### config.mk
export PLATFORM = sky130hd
export DESIGN_NAME = demux2_sched
export DESIGN_NICKNAME = d
export VERILOG_FILES = /design/src/rtl/demux2_sched_pkg.sv /design/src/rtl/demux2_sched_sync_chain.sv /design/src/rtl/demux2_sched.sv
export SDC_FILE = /design/constraint.sdc
export NUM_CORES = 1
export LEC_CHECK = 0
export ABC_AREA = 1
export ABC_CLOCK_PERIOD_IN_PS = 4100
export CAP_MARGIN = 40
export CELL_PAD_IN_SITES_DETAIL_PLACEMENT = 1
export CELL_PAD_IN_SITES_GLOBAL_PLACEMENT = 1
export CORE_ASPECT_RATIO = 1.25
export CORE_MARGIN = 4
export CORE_UTILIZATION = 44
export CTS_BUF_LIST = sky130_fd_sc_hd__clkbuf_8
export DETAILED_ROUTE_END_ITERATION = 7
export MAX_ROUTING_LAYER = met4
export PLACE_DENSITY = 0.87
export SLEW_MARGIN = 20
export SYNTH_ARGS = -nofsm -noshare
export SYNTH_HDL_FRONTEND = slang
export SYNTH_SLANG_ARGS = --single-unit
### constraint.sdc
create_clock -name clk -period 4.1 [get_ports clk]
set_clock_uncertainty 0.1 [all_clocks]
set_input_delay 0.615 -clock clk [delete_from_list [all_inputs] [get_ports clk]]
set_output_delay 0.615 -clock clk [all_outputs]
set_load 0.02 [all_outputs]
### src/rtl/demux2_sched_pkg.sv
// -----------------------------------------------------------------------------
// demux2_sched_pkg
// Shared types and helpers for the demux2 control-channel scheduler.
//   state_t  : handshake FSM states
//   cred_t   : per-output credit counter (saturates at all-ones)
//   wt_t     : per-output weight (0 disables the output)
//   pick_fn  : weighted round-robin selection between out0/out1
//   cred_upd : credit counter update with saturation/overflow flag
// -----------------------------------------------------------------------------
package demux2_sched_pkg;

  localparam int CW = 4;  // credit counter width
  localparam int WW = 3;  // weight width

  typedef logic [CW-1:0] cred_t;
  typedef logic [WW-1:0] wt_t;

  typedef enum logic [1:0] {
    IDLE  = 2'd0,
    SETUP = 2'd1,
    REQ   = 2'd2,
    REL   = 2'd3
  } state_t;

  typedef struct packed {
    logic valid;    // a token may be issued
    logic sel;      // 0 -> out0, 1 -> out1
    logic restart;  // staying on cur after its turn ended: run starts over
  } pick_t;

  localparam cred_t CMAX = {CW{1'b1}};
  localparam cred_t CONE = {{(CW-1){1'b0}}, 1'b1};

  // Priority: finish cur's turn, else hand over, else keep cur alone.
  function automatic pick_t pick_fn(input logic elig0, input logic elig1,
                                    input logic cur, input logic run_lt_w);
    pick_t p;
    logic  elig_cur;
    logic  elig_oth;
    elig_cur  = cur ? elig1 : elig0;
    elig_oth  = cur ? elig0 : elig1;
    p.valid   = 1'b0;
    p.sel     = cur;
    p.restart = 1'b0;
    if (elig_cur && run_lt_w) begin
      p.valid = 1'b1;
      p.sel   = cur;
    end else if (elig_oth) begin
      p.valid = 1'b1;
      p.sel   = ~cur;
    end else if (elig_cur) begin
      p.valid   = 1'b1;
      p.sel     = cur;
      p.restart = 1'b1;
    end else begin
      p.valid = 1'b0;
    end
    return p;
  endfunction

  // Returns {overflow, next_count}. A simultaneous take and return cancel,
  // so only a lone return can hit the saturated value and be dropped.
  function automatic logic [CW:0] cred_upd(input cred_t c, input logic inc,
                                           input logic dec);
    logic [CW:0] r;
    r = {1'b0, c};
    if (inc && !dec) begin
      if (c == CMAX) begin
        r = {1'b1, c};
      end else begin
        r = {1'b0, c + CONE};
      end
    end else if (dec && !inc) begin
      r = {1'b0, c - CONE};
    end else begin
      r = {1'b0, c};
    end
    return r;
  endfunction

endpackage

### src/rtl/demux2_sched_sync_chain.sv
// -----------------------------------------------------------------------------
// sync_chain
// D-flop synchronizer for a single asynchronous bit; D=0 is a plain wire.
//   clk  in  clock
//   rst  in  synchronous reset, active-low (clears the chain)
//   i_d  in  asynchronous input
//   o_q  out synchronized output
// -----------------------------------------------------------------------------
module sync_chain #(
  parameter int D = 2
) (
  input  logic clk,
  input  logic rst,
  input  logic i_d,
  output logic o_q
);

  generate
    if (D == 0) begin : g_bypass
      assign o_q = i_d;
    end else begin : g_flops
      logic [D-1:0] r_q;

      // Shift the input through D flops.
      always_ff @(posedge clk) begin
        if (!rst) begin
          r_q <= {D{1'b0}};
        end else begin
          r_q[0] <= i_d;
          for (int k = 1; k < D; k++) begin
            r_q[k] <= r_q[k-1];
          end
        end
      end

      assign o_q = r_q[D-1];
    end
  endgenerate

endmodule

### src/rtl/demux2_sched.sv
// -----------------------------------------------------------------------------
// demux2_sched
// Clocked scheduler for the control channel of demux2. Each token is steered
// to out0 or out1 by weighted round-robin, gated by per-output credits that
// downstream consumers return. The clocked FSM drives the 4-phase rctl/actl
// handshake, with one setup cycle so dctl is stable before rctl rises.
// The demux2 instance is connected to rctl_o/dctl_o/actl_i by the enclosing
// level.
//   clk      in  clock
//   rst      in  synchronous reset, active-low
//   en_i     in  allow new tokens (checked in IDLE only)
//   w0_i     in  weight of out0 (tokens per turn, 0 disables)
//   w1_i     in  weight of out1
//   cred0_i  in  one-cycle pulse: out0 credit returned
//   cred1_i  in  one-cycle pulse: out1 credit returned
//   rctl_o   out control request (4-phase)
//   dctl_o   out control data, 0 -> out0, 1 -> out1
//   actl_i   in  control acknowledge (asynchronous)
//   busy_o   out handshake in progress
//   ovf_o    out sticky: a credit was returned to a saturated counter
// -----------------------------------------------------------------------------
module demux2_sched
  import demux2_sched_pkg::*;
#(
  parameter int CINIT = 2,
  parameter int SYNC  = 2
) (
  input  logic clk,
  input  logic rst,
  input  logic en_i,
  input  wt_t  w0_i,
  input  wt_t  w1_i,
  input  logic cred0_i,
  input  logic cred1_i,
  output logic rctl_o,
  output logic dctl_o,
  input  logic actl_i,
  output logic busy_o,
  output logic ovf_o
);

  localparam cred_t C_RST  = cred_t'(CINIT);
  localparam wt_t   WT_ONE = {{(WW-1){1'b0}}, 1'b1};

  state_t      r_state;
  logic        r_rctl;
  logic        r_dctl;
  logic        r_busy;
  logic        r_ovf;
  cred_t       r_c0;
  cred_t       r_c1;
  logic        r_cur;
  wt_t         r_run;

  logic        w_actl_s;
  logic        w_elig0;
  logic        w_elig1;
  logic        w_run_lt_w;
  pick_t       w_pick;
  state_t      w_state_nxt;
  logic        w_start;
  logic [CW:0] w_c0_upd;
  logic [CW:0] w_c1_upd;

  sync_chain #(.D(SYNC)) u_sync (
    .clk (clk),
    .rst (rst),
    .i_d (actl_i),
    .o_q (w_actl_s)
  );

  assign w_elig0    = (r_c0 != {CW{1'b0}}) && (w0_i != {WW{1'b0}});
  assign w_elig1    = (r_c1 != {CW{1'b0}}) && (w1_i != {WW{1'b0}});
  assign w_run_lt_w = r_cur ? (r_run < w1_i) : (r_run < w0_i);
  assign w_pick     = pick_fn(w_elig0, w_elig1, r_cur, w_run_lt_w);

  // Next-state logic for the handshake FSM.
  always_comb begin
    w_state_nxt = r_state;
    w_start     = 1'b0;
    case (r_state)
      IDLE: begin
        if (en_i && w_pick.valid) begin
          w_state_nxt = SETUP;
          w_start     = 1'b1;
        end else begin
          w_state_nxt = IDLE;
        end
      end
      SETUP: begin
        w_state_nxt = REQ;
      end
      REQ: begin
        if (w_actl_s) begin
          w_state_nxt = REL;
        end else begin
          w_state_nxt = REQ;
        end
      end
      REL: begin
        if (!w_actl_s) begin
          w_state_nxt = IDLE;
        end else begin
          w_state_nxt = REL;
        end
      end
      default: begin
        w_state_nxt = IDLE;
      end
    endcase
  end

  assign w_c0_upd = cred_upd(r_c0, cred0_i, w_start && !w_pick.sel);
  assign w_c1_upd = cred_upd(r_c1, cred1_i, w_start &&  w_pick.sel);

  // State, registered outputs, credits and round-robin bookkeeping.
  always_ff @(posedge clk) begin
    if (!rst) begin
      r_state <= IDLE;
      r_rctl  <= 1'b0;
      r_dctl  <= 1'b0;
      r_busy  <= 1'b0;
      r_ovf   <= 1'b0;
      r_c0    <= C_RST;
      r_c1    <= C_RST;
      r_cur   <= 1'b0;
      r_run   <= {WW{1'b0}};
    end else begin
      r_state <= w_state_nxt;
      r_rctl  <= (w_state_nxt == REQ);
      r_busy  <= (w_state_nxt != IDLE);
      r_c0    <= w_c0_upd[CW-1:0];
      r_c1    <= w_c1_upd[CW-1:0];
      r_ovf   <= r_ovf | w_c0_upd[CW] | w_c1_upd[CW];
      if (w_start) begin
        r_dctl <= w_pick.sel;
        // run < w guarantees the increment cannot wrap.
        if ((w_pick.sel == r_cur) && !w_pick.restart) begin
          r_run <= r_run + WT_ONE;
        end else begin
          r_cur <= w_pick.sel;
          r_run <= WT_ONE;
        end
      end else begin
        r_dctl <= r_dctl;
      end
    end
  end

  assign rctl_o = r_rctl;
  assign dctl_o = r_dctl;
  assign busy_o = r_busy;
  assign ovf_o  = r_ovf;

endmodule
======== After elaboration in Yosys (flattened, before gate mapping) ========
Index checks and enable logic that the tools add are counted.
cells by class
  $add $sub $neg .......................... 5
  muxes and demuxes ....................... 22
  $lt $le $gt $ge ......................... 2
  bitwise logic cells ..................... 4
  reductions and logical operators ........ 28
  equality and inequality tests ........... 9
operators with widths
  operator                                                            count
  5-bit two-way mux                                                   4
  1-bit logical AND                                                   11
  1-bit two-way mux                                                   11
  4-bit by 1-bit adder with 4-bit output, second input constant       2
  4-bit == test, second input constant                                2
  4-bit two-way mux                                                   2
  2-bit one-hot mux with 4 select lines                               1
  4-bit nonzero test                                                  2
  4-bit by 1-bit subtractor with 4-bit output, second input constant  2
  2-bit == test, second input constant                                3
  1-bit logical NOT                                                   6
  3-bit < comparator                                                  2
  2-bit two-way mux                                                   3
  2-bit AND reduction                                                 3
  2-bit nonzero test                                                  3
  3-bit nonzero test                                                  2
  2-bit != test, second input constant                                2
  3-bit by 1-bit adder with 3-bit output, second input constant       1
  3-bit two-way mux                                                   1
  2-bit by 1-bit == test with 1-bit output, second input constant     1
  2-bit logical NOT                                                   1
  1-bit inverter                                                      2
  1-bit OR                                                            2
  1-bit == test                                                       1
word-level totals
  input port bits ......................... 12
  register bits after elaboration ......... 20
  output and inout port bits .............. 4
  word-level logic and storage cells ...... 80

======== Depth between registers and ports, before layout ========
Gate-level depths: netlist of the first run.
  depth after elaboration ................. 15
  depth in mapped cells ................... 14
  mapped depth without buffers ............ 14

======== Cells and area by module ========
Synthesis of the first run repeated with hierarchy kept, for this count alone.
unflattened totals
  cell total of the unflattened synthesis .. 187
  area, all modules ....................... 1427.6 µm²
by module, submodules not included
  module        times used  area each (µm²)  sequential area each (µm²)  cells an instance
  demux2_sched  1           1372.6           360.3                       181
  sync_chain    1           55.1             40.0                        6

======== Worst setup path before layout of the first run ========
Ideal clock, no wire load.
  kind .................................... input -> register
  start point ............................. input port w0_i[2]
  end point ............................... register r_c0[1]
  required time ........................... 3871 ps
  setup time .............................. 129 ps
  arrival time ............................ 1781 ps
  buffers on the path ..................... 0
  stages on the path ...................... 14
  path slack .............................. 2091 ps
  cell sequence ........................... inv_1 ha_1 nand2_1 nand2_1 nor2_1 nand2_2 nand3_2 nand3_2 inv_2 nand2_2 nand2_2 inv_2 nand2_1 nand3_1
between the ends
  longest elaborated chain between the ends .. 14
  elaborated cells between the ends (all ways) .. 22
  those cells by class .................... order compare (1); eq/ne (1); mux (9); reduce/logical (11)
ends and longest elaborated chain
  what                                                                  RTL line                RTL
  start: declaration                                                    demux2_sched.sv:31      input wt_t w0_i,
  3-bit nonzero test                                                    demux2_sched.sv:72      assign w_elig0 = (r_c0 != {CW{1'b0}}) && (w0_i != {WW{1'b0}});
  1-bit logical AND                                                     demux2_sched.sv:72
  1-bit two-way mux                                                     demux2_sched_pkg.sv:40  elig_cur = cur ? elig1 : elig0;
  1-bit two-way mux                                                     demux2_sched_pkg.sv:51  end else if (elig_cur) begin
  2-bit two-way mux                                                     demux2_sched_pkg.sv:48  end else if (elig_oth) begin
  2-bit two-way mux *                                                   demux2_sched_pkg.sv:45  if (elig_cur && run_lt_w) begin
  1-bit logical AND                                                     demux2_sched.sv:83      if (en_i && w_pick.valid) begin
  1-bit two-way mux                                                     demux2_sched.sv:83
  1-bit two-way mux                                                     demux2_sched.sv:81      case (r_state)
  1-bit logical AND *                                                   demux2_sched.sv:113     assign w_c0_upd = cred_upd(r_c0, cred0_i, w_start && !w_pick.sel);
  1-bit logical NOT                                                     demux2_sched_pkg.sv:67  if (inc && !dec) begin
  1-bit logical AND                                                     demux2_sched_pkg.sv:67
  2-bit != test (no source line) or 2-bit nonzero test (tied branches)  n/a
  2-bit AND reduction (no source line)                                  n/a
  end signal: assignment                                                demux2_sched.sv:132     r_c0 <= w_c0_upd[CW-1:0];
  end: declaration                                                      demux2_sched.sv:50      cred_t r_c0;
Mark *: on every way between the ends. The rest lies on a longest branch, timed or not.
A chain may end at the register's enable or synchronous reset.

======== Worst setup path after layout of the first run ========
  start point ............................. input port w1_i[2]
  end point ............................... register r_ovf, in the netlist ovf_o
between the ends
  longest elaborated chain between the ends .. 15
  elaborated cells between the ends (all ways) .. 24
  those cells by class .................... order compare (1); mux (10); bitwise (2); reduce/logical (11)
ends and longest elaborated chain
  what                    RTL line                RTL
  start: declaration      demux2_sched.sv:32      input wt_t w1_i,
  3-bit nonzero test      demux2_sched.sv:73      assign w_elig1 = (r_c1 != {CW{1'b0}}) && (w1_i != {WW{1'b0}});
  1-bit logical AND       demux2_sched.sv:73
  1-bit two-way mux       demux2_sched_pkg.sv:40
  1-bit two-way mux       demux2_sched_pkg.sv:51
  2-bit two-way mux       demux2_sched_pkg.sv:48
  2-bit two-way mux *     demux2_sched_pkg.sv:45
  1-bit logical AND       demux2_sched.sv:83
  1-bit two-way mux       demux2_sched.sv:83
  1-bit two-way mux       demux2_sched.sv:81
  1-bit logical AND       demux2_sched.sv:113
  1-bit logical NOT       demux2_sched_pkg.sv:67
  1-bit logical AND       demux2_sched_pkg.sv:67
  5-bit two-way mux       demux2_sched_pkg.sv:67
  1-bit OR                demux2_sched.sv:134     r_ovf <= r_ovf | w_c0_upd[CW] | w_c1_upd[CW];
  1-bit OR *              demux2_sched.sv:134
  end signal: assignment  demux2_sched.sv:134
  end: declaration        demux2_sched.sv:49      logic r_ovf;
Marked as above.

==> flow_metrics.py, run 1 <==
metrics = {
    "drt": {
        "drcViolationCount": 0,
        "viasPerCell": 5.07,
        "wl_per_cell_um": 14.1,
        "ant_nets": 0,
        "firstDrtPassIters": 4,
        "routed_wl_um": 3440,
        "drt_iter0_drc": 23,
        "via_count": 1243,
    },
    "critical_path": {
        "rr_endpoint": "r_c0[0]",
        "crit_start": "w1_i[2]",
        "critPathCaptureType": "register",
        "reg2reg_depth": 12,
        "crit_end": "ovf_o",
        "path_class": "in -> reg",
        "start_kind": "input pin",
        "worstPathRequired_ns": 4.22,
        "worstPathArrival_ns": 2.61,
        "worstPathMaxFanout": 5,
        "reg2reg_slack_ns": 1.78,
        "rr_startpoint": "r_c0[0]",
    },
    "sta": {
        "post-route-min-period_ns": 2.50,
        "slew_violations": 0,
        "timing.fmax_mhz": 401,
        "hold_viol": 0,
        "setup_tns_ns": 0,
        "worstMarginPinSlew_ns": 0.598,
        "grt_setup_unrepaired": "false",
        "setup_viol": 0,
        "slew_headroom": 0.602,
        "finalCritPeriodShare": 0.609,
    },
    "final_layout": {
        "diodes": 0,
        "syn_to_final_growth_pct": 17.8,
        "fillers": 397,
        "register_area_sq_um": 400,
        "drive_above_1_share": 0.120,
        "nets": 231,
        "multiInputGateArea_sq_um": 783,
    },
    "cts": {
        "cts.path.max_buffers": 2,
        "h-tree-depth": 1,
        "postCtsSetupBuffers": 0,
        "numCtsBuffers": 3,
        "holdBufCountCts": 0,
        "clk_latency_ns": 0.27,
        "clkSlewWorstSetupHoldPaths_ns": 0.08,
        "clock-sinks": 20,
        "cts_tree": "yes",
        "cts_resized": 0,
        "cts_root_buf": "clkbuf_8",
    },
    "synth": {
        "async_flop_share": 0,
        "syn_inst": 193,
        "synth_top_area_cell": "dfxtp_1",
        "syn_avg_cell_area_sq_um": 6.98,
        "synth_ff_type": "dfxtp_1",
        "synth_area_sq_um": 1350,
        "syn-num-nets": 214,
        "synth.most_common_cell": "nand2_1",
        "synth-edff-count": 0,
        "synthTopCellsByArea": "dfxtp_1, nand2_1, inv_1, ha_1, nand3_1",
        "synth_warnings": 0,
        "ys_types": 25,
        "synth_seq_cells": 20,
        "synth_top_area_share": 0.297,
        "synth_commonest_cells": "nand2_1, inv_1, nand3_1, nor2_1, dfxtp_1",
        "yosysSeqAreaShare": 0.297,
    },
    "floorplanning": {
        "die_area_sq_um": 4020,
        "num_rows": 22,
        "core_region_area_sq_um": 2950,
        "ios": 16,
        "initial_core_util": 0.458,
        "die_w_um": 57.5,
        "die_y_um": 69.9,
    },
    "flow_run": {
        "cap_violations": 0,
    },
    "power_and_ir_drop": {
        "p_leak_uw": 0.000844,
        "powerDensity_nw_per_um2": 468,
        "report.power.total_uw": 742,
        "irDropWorstVdd_uv": 315,
    },
    "global_routing": {
        "grt.total_usage": 0.190,
        "grt_pass1_wl_um": 5930,
        "grt_max_degree": 16,
        "antenna_found_initial": 0,
        "grt_pass1_vias": 1377,
        "grt_overflow_total": 0,
    },
    "run_status": {
        "outcome": "completed",
    },
    "place": {
        "dp_hpwl_um": 2710,
        "gp_congestion": 0.842,
        "port_buffers": 15,
    },
    "hold_path": {
        "holdCritPathClass": "reg -> reg",
    },
}
[worst min-delay path by stage]
stage	to	slack [ns]	startpoint	cells after the start
global route	u_sync.g_flops.r_q[1]	0.36	u_sync.g_flops.r_q[0]	2
CTS	u_sync.g_flops.r_q[1]	0.33	u_sync.g_flops.r_q[0]	2
floorplan	u_sync.g_flops.r_q[1]	0.29	u_sync.g_flops.r_q[0]	2
finish	u_sync.g_flops.r_q[1]	0.33	u_sync.g_flops.r_q[0]	2
detailed placement	u_sync.g_flops.r_q[1]	0.31	u_sync.g_flops.r_q[0]	2
global placement	u_sync.g_flops.r_q[1]	0.29	u_sync.g_flops.r_q[0]	2
[where the power goes]
group	internal, uW	switching [uW]	leakage, uW	total, uW
clock network	131	72.3	0.0000357	203
registers	221	29.7	0.000165	251
logic	109	180	0.000644	288
[metal layers]
metal	routed length, um	vias up	track usage
met5	0	-	-
met2	1930	12	0.362
met1	1370	589	0.185
met3	84	4	0.0314
met4	55	0	0.0722
li1	-	638	-
[registers in the layout, summed over array words and instances (netlist names)]
signal              flops
busy_o                  1
dctl_o                  1
ovf_o                   1
r_c0                    4
r_c1                    4
r_cur                   1
r_run                   3
r_state                 2
rctl_o                  1
u_sync.g_flops.r_q      2
[critical path, stage by stage]
cell             delay (ns)
clkdlybuf4s50_1        0.48
inv_1                  0.05
ha_1                   0.29
nand2_1                0.06
a21oi_1                0.12
nor2_1                 0.06
nand2_2                0.11
inv_1                  0.09
a21oi_4                0.20
nor2_8                 0.05
nor2_1                 0.18
nand2_1                0.10
nand3b_1               0.09
nand2_1                0.05
inv_1                  0.07
[cell families (layout without fill, tap and decap cells)]
family	after synthesis	count (layout)	synth area share
AND/OR/NAND/NOR	95	95	0.343
buffers and inverters	39	55	0.122
XOR/XNOR	9	9	0.0585
flip-flops	20	20	0.297
AO/OA/AOI/OAI	21	21	0.0966
adder cells (fa/ha/maj)	9	9	0.0836
[through the flow]
stage	util	setup slack, ns	area [sq um]	hold WS (ns)	std cells
final	0.539	1.60	1590	0.326	245
after global routing	0.539	1.38	1590	0.363	245
after CTS	0.539	1.59	1590	0.332	245
after detailed placement	0.515	1.36	1520	0.314	241
after global placement	0.515	1.41	1520	0.295	241
after floorplan	-	2.09	1350	0.290	193
[placed cells by master, fill, tap and decap left out, types with 2 or more instances in the layout]
cell	count
a21oi_1	6
a21oi_2	2
clkbuf_8	3
clkdlybuf4s50_1	15
dfxtp_1	20
ha_1	9
inv_1	32
inv_2	3
nand2_1	35
nand2_2	8
nand3_1	21
nand3_2	4
nand4_1	2
nor2_1	21
o21ai_0	8
o21ai_1	2
xor2_1	9
[cell type report]
cell class,instances,share of cell area
tap,36,0.0284
clock inverter,1,0.0189
timing repair buffer,15,0.0946
clock buffer,3,0.0260
multi-input combinational,134,0.493
sequential,20,0.252
inverter,36,0.0867
Power figures use the tool's default switching activity.
==> run 2: changes to the inputs <==
Settings changed: ABC_CLOCK_PERIOD_IN_PS 4100 to 2130, CORE_UTILIZATION 44 to 37, PLACE_DENSITY 0.87 to 0.78.
Clock period 4.1 ns to 2.13 ns, I/O delays scaled along.
==> run 2 against run 1 <==
Against the previous run:
- worst setup slack got worse by 1.5 ns
- clock power rose by 94%
- clock-buffer cell count did not move
- register-to-register slack got worse by 1.6 ns
- total power rose by 120%
- flip-flop and latch count did not move
- highest routed layer unchanged
==> flow_metrics.py, run 2 (synthesized netlist as in run 1, its figures left out) <==
metrics = {
    "run_status": {
        "outcome": "completed",
    },
    "critical_path": {
        "path_class": "reg -> reg",
        "worstPathMaxFanout": 5,
        "worstPathRequired_ns": 2.23,
        "critPathCaptureType": "register",
        "start_kind": "register",
        "worstPathArrival_ns": 2.10,
    },
    "power_and_ir_drop": {
        "irDropWorstVdd_uv": 544,
        "p_leak_uw": 0.000961,
        "powerDensity_nw_per_um2": 882,
    },
    "floorplanning": {
        "core_region_area_sq_um": 3510,
        "num_rows": 24,
        "ios": 16,
        "die_y_um": 75.5,
        "die_area_sq_um": 4680,
        "initial_core_util": 0.384,
        "die_w_um": 62.0,
    },
    "place": {
        "pre_cts_slack_ns": -0.340,
        "gp_congestion": 0.805,
        "port_buffers": 15,
        "dp_hpwl_um": 2880,
        "placedInstanceArea_sq_um": 1580,
    },
    "final_layout": {
        "reg_top3": "r_c0: 4 flops, r_c1: 4 flops, r_run: 3 flops",
        "syn_to_final_growth_pct": 35.9,
        "final_cell_mix": "nand2_1, inv_1, nand3_1, dfxtp_1, nor2_1",
        "nets": 244,
        "diodes": 0,
        "final_area_sq_um": 1830,
        "drive_above_1_share": 0.270,
        "fillers": 458,
        "final_common_cell": "nand2_1",
    },
    "global_routing": {
        "grt_overflow_total": 0,
        "grt.total_usage": 0.192,
        "grt_pass1_vias": 1459,
        "antenna_found_initial": 0,
        "grt_max_degree": 13,
        "grt_pass1_wl_um": 6620,
    },
    "sta": {
        "worstMarginPinSlew_ns": 0.454,
        "timing.fmax_mhz": 502,
        "setup_ws_ns": 0.136,
        "hold_viol": 0,
        "setup_viol": 0,
        "slew_headroom": 0.696,
        "post-route-min-period_ns": 1.99,
        "finalCritPeriodShare": 0.936,
        "slew_violations": 0,
    },
    "cts": {
        "cts.path.max_buffers": 2,
        "clkSlewWorstSetupHoldPaths_ns": 0.09,
        "numCtsBuffers": 3,
        "cts_tree": "yes",
        "clock-sinks": 20,
        "cts_root_buf": "clkbuf_8",
        "h-tree-depth": 1,
        "holdBufCountCts": 0,
        "clk_latency_ns": 0.26,
    },
    "drt": {
        "viasPerCell": 5.10,
        "wl_per_cell_um": 15.0,
        "firstDrtPassIters": 4,
        "via_count": 1331,
        "drt_iter0_drc": 21,
        "drcViolationCount": 0,
        "ant_nets": 0,
        "routed_wl_um": 3910,
    },
    "flow_run": {
        "cap_violations": 0,
    },
    "hold_path": {
        "holdCritPathClass": "reg -> reg",
    },
}
## run 2: what timing repair did
action / CTS / global route
buffers inserted: 5 / 0
pin swaps: 15 / 12
resized for setup: 16 / 23
setup endpoints to repair: 6 / 11
## run 2: path summary, 6_finish.rpt
path	startpoint	end	slack, ns	cells past startpoint
worst max register to register	r_run[2]	r_c0[3]	0.14	12
worst min register to register	u_sync.g_flops.r_q[0]	u_sync.g_flops.r_q[1]	0.34	2
worst min-delay path	u_sync.g_flops.r_q[0]	u_sync.g_flops.r_q[1]	0.34	2
worst max-delay path	r_run[2]	r_c0[3]	0.14	12
## run 2: power breakdown
part	total, uW	switching, uW	leakage [uW]	internal, uW
Sequential	483	57.2	0.000165	426
Clock	394	143	0.0000357	251
Combinational	738	428	0.000761	310
Total	1620	629	0.000961	987
## run 2: layout make-up
| class | instances | area (sq um) | share of cell area |
|---|---|---|---|
| clock inverters | 1 | 30.0 | 0.0164 |
| repair buffers | 28 | 262 | 0.143 |
| flip-flops and latches | 20 | 400 | 0.219 |
| multi-input cells | 134 | 910 | 0.497 |
| well taps | 39 | 48.8 | 0.0266 |
| clock buffers | 3 | 41.3 | 0.0225 |
| inverters | 36 | 140 | 0.0765 |
## run 2: stage by stage
| stage | hold slack (ns) | total power, uW | std cells | setup TNS [ns] | util |
|---|---|---|---|---|---|
| 4_1_cts | 0.338 | 1570 | 261 | -0.00418 | 0.502 |
| 2_1_floorplan | 0.290 | 910 | 193 | 0 | - |
| 3_3_place_gp | 0.299 | 1050 | 252 | -1.58 | 0.450 |
| 6_report | 0.339 | 1620 | 261 | 0 | 0.521 |
| 5_1_grt | 0.377 | 1730 | 261 | -0.0373 | 0.521 |
| 3_5_place_dp | 0.322 | 1090 | 252 | -2.92 | 0.450 |
## run 2: critical path, cell delays in order, from the launching register on
cell and delay (ns):
dfxtp_1 0.49, ha_4 0.25, nand2_1 0.08, a21oi_2 0.05, nor2_2 0.15, nand2_4 0.10
buf_6 0.14, nand3_4 0.14, buf_6 0.11, nand3_1 0.06, nand2_1 0.11, inv_2 0.04
a21oi_2 0.12
## run 2: per-layer routing
metal,GRT usage,part of all wire,up-vias
met5,-,0,-
li1,-,-,662
met1,0.219,0.41,649
met4,0.0425,0.0092,0
met3,0.0271,0.020,4
met2,0.346,0.56,16
==> run 3: changes to the inputs <==
Settings changed: CORE_UTILIZATION 37 to 30, PLACE_DENSITY 0.78 to 0.66.
==> run 3 against run 2 <==
Against the previous run:
- first-iteration DRC count increased by 86%
- critical path depth increased by 3
- cell count increased by 5.7%
- sequential power decreased by 1%
- combinational power decreased by 11%
- utilization decreased by 12 points
- non-clock buffer count decreased by 4
- flip-flop and latch count unchanged
- die area increased by 20%
- register-to-register slack improved by 0.03 ns
- cell area decreased by 3.3%
- via count decreased by 3.1%
- largest cell class unchanged
- largest power group unchanged
==> flow_metrics.py, run 3 (synthesized netlist as in run 1, its figures left out) <==
metrics = {
    "run_status": {
        "outcome": "completed",
    },
    "cts": {
        "clkSlewWorstSetupHoldPaths_ns": 0.08,
        "clk_latency_ns": 0.26,
        "cts_tree": "yes",
        "cts_root_buf": "clkbuf_8",
        "holdBufCountCts": 0,
        "numCtsBuffers": 3,
        "cts.path.max_buffers": 2,
        "h-tree-depth": 1,
        "clock-sinks": 20,
    },
    "place": {
        "port_buffers": 15,
        "placedInstanceArea_sq_um": 1600,
        "dp_hpwl_um": 2610,
        "gp_congestion": 0.767,
    },
    "sta": {
        "post-route-min-period_ns": 2.03,
        "setup_viol": 0,
        "slew_violations": 0,
        "hold_viol": 0,
        "slew_headroom": 0.775,
        "timing.hold.ws_ns": 0.318,
        "finalCritPeriodShare": 0.954,
        "timing.fmax_mhz": 492,
        "worstMarginPinSlew_ns": 0.336,
    },
    "critical_path": {
        "start_kind": "input pin",
        "path_cells": "clkdlybuf4s50_1 > inv_1 > ha_1 > nand2_1 > a21oi_1 > nor2_2 > nand2_2 > nand3_4 > nand3_4 > inv_4 > nand2_4 > nand2_4 > inv_2 > nand2_1 > nand3_1",
        "worstPathRequired_ns": 2.18,
        "reg2reg_depth": 13,
        "path_class": "in -> reg",
        "worst_path_max_delay_cell": "clkdlybuf4s50_1",
        "worstPathMaxFanout": 5,
        "max_stage_delay_ns": 0.45,
        "worstPathArrival_ns": 2.08,
        "critPathCaptureType": "register",
        "crit_family": "simple AND/OR/NAND/NOR gates",
        "cp.depth": 15,
        "worst-path-buf-inv": 4,
    },
    "floorplanning": {
        "num_rows": 27,
        "initial_core_util": 0.307,
        "die_w_um": 67.9,
        "ios": 16,
        "die_area_sq_um": 5630,
        "die_y_um": 82.9,
        "core_region_area_sq_um": 4390,
    },
    "final_layout": {
        "fillers": 557,
        "final_area_sq_um": 1770,
        "syn_to_final_growth_pct": 31.4,
        "reg_top3": "r_c0: 4 flops, r_c1: 4 flops, r_run: 3 flops",
        "diodes": 0,
        "drive_above_1_share": 0.202,
        "final_common_cell": "nand2_1",
        "final_cell_mix": "nand2_1, inv_1, nand3_1, dfxtp_1, nor2_1",
        "nets": 240,
    },
    "global_routing": {
        "grt_overflow_total": 0,
        "antenna_found_initial": 0,
        "grt_max_degree": 13,
        "grt_pass1_wl_um": 5300,
        "grt_pass1_vias": 1244,
        "grt.total_usage": 0.122,
    },
    "hold_path": {
        "hold_depth": 2,
        "holdCritPathClass": "reg -> reg",
    },
    "drt": {
        "ant_nets": 0,
        "via_count": 1290,
        "drcViolationCount": 0,
        "viasPerCell": 4.67,
        "routed_wl_um": 3260,
        "wl_per_cell_um": 11.8,
        "drt_iter0_drc": 39,
        "firstDrtPassIters": 2,
    },
    "power_and_ir_drop": {
        "report.power.total_uw": 1510,
        "p_leak_uw": 0.000930,
        "powerDensity_nw_per_um2": 854,
        "irDropWorstVdd_uv": 381,
    },
    "flow_run": {
        "cap_violations": 0,
    },
}
-- run 3: routing by layer --
layer  vias up  GRT usage  routed length [um]
met1       615      0.143                1380
li1        656          -                   -
met2        14      0.206                1750
met5         -          -                   0
met3         5     0.0189                  89
met4         0     0.0380                  40
-- run 3: worst paths after layout --
check	from	end	slack (ns)
worst min register to register	u_sync.g_flops.r_q[0]	u_sync.g_flops.r_q[1]	0.32
worst max-delay path	w0_i[1]	r_c0[1]	0.1
worst min-delay path	u_sync.g_flops.r_q[0]	u_sync.g_flops.r_q[1]	0.32
worst max register to register	r_c0[0]	r_c1[2]	0.17
-- run 3: cell type report --
class                           count  area, sq um  share of cell area
Tap cell                           58         72.6              0.0410
Multi-Input combinational cell    134          861               0.486
Inverter                           36          140              0.0792
Clock buffer                        3         41.3              0.0233
Timing Repair Buffer               24          225               0.127
Clock inverter                      1         30.0              0.0170
Sequential cell                    20          400               0.226
-- run 3: report_power, final --
group          total (uW)  switching [uW]  internal [uW]
combinational         655             385            269
clock                 382             131            251
sequential            476            49.7            426
total                1510             566            946
-- run 3: per-stage QoR --
stage | std cells | util | setup WS [ns] | TNS [ns]
finish | 276 | 0.403 | 0.0986 | 0
floorplan | 193 | - | 0.396 | 0
CTS | 275 | 0.381 | 0.0203 | 0
global route | 276 | 0.403 | -0.0189 | -0.0478
global placement | 271 | 0.365 | -0.230 | -1.60
detailed placement | 271 | 0.365 | -0.253 | -1.94
-- run 3: worst register-to-register path, delay by kind of cell, from the launching register on --
| family | cells | cell delay, ns |
|---|---|---|
| and+or+nand+nor | 7 | 0.59 |
| DFF | 1 | 0.40 |
| AOI/OAI and AO/OA | 1 | 0.19 |
| adders and majority gates | 1 | 0.23 |
| buffers and inverters | 4 | 0.35 |
-- run 3: what timing repair did --
item | 4_1_cts | 5_1_grt
gates resized for setup | 0 | 22
setup endpoints to repair | 0 | 8
setup buffers | 0 | 1
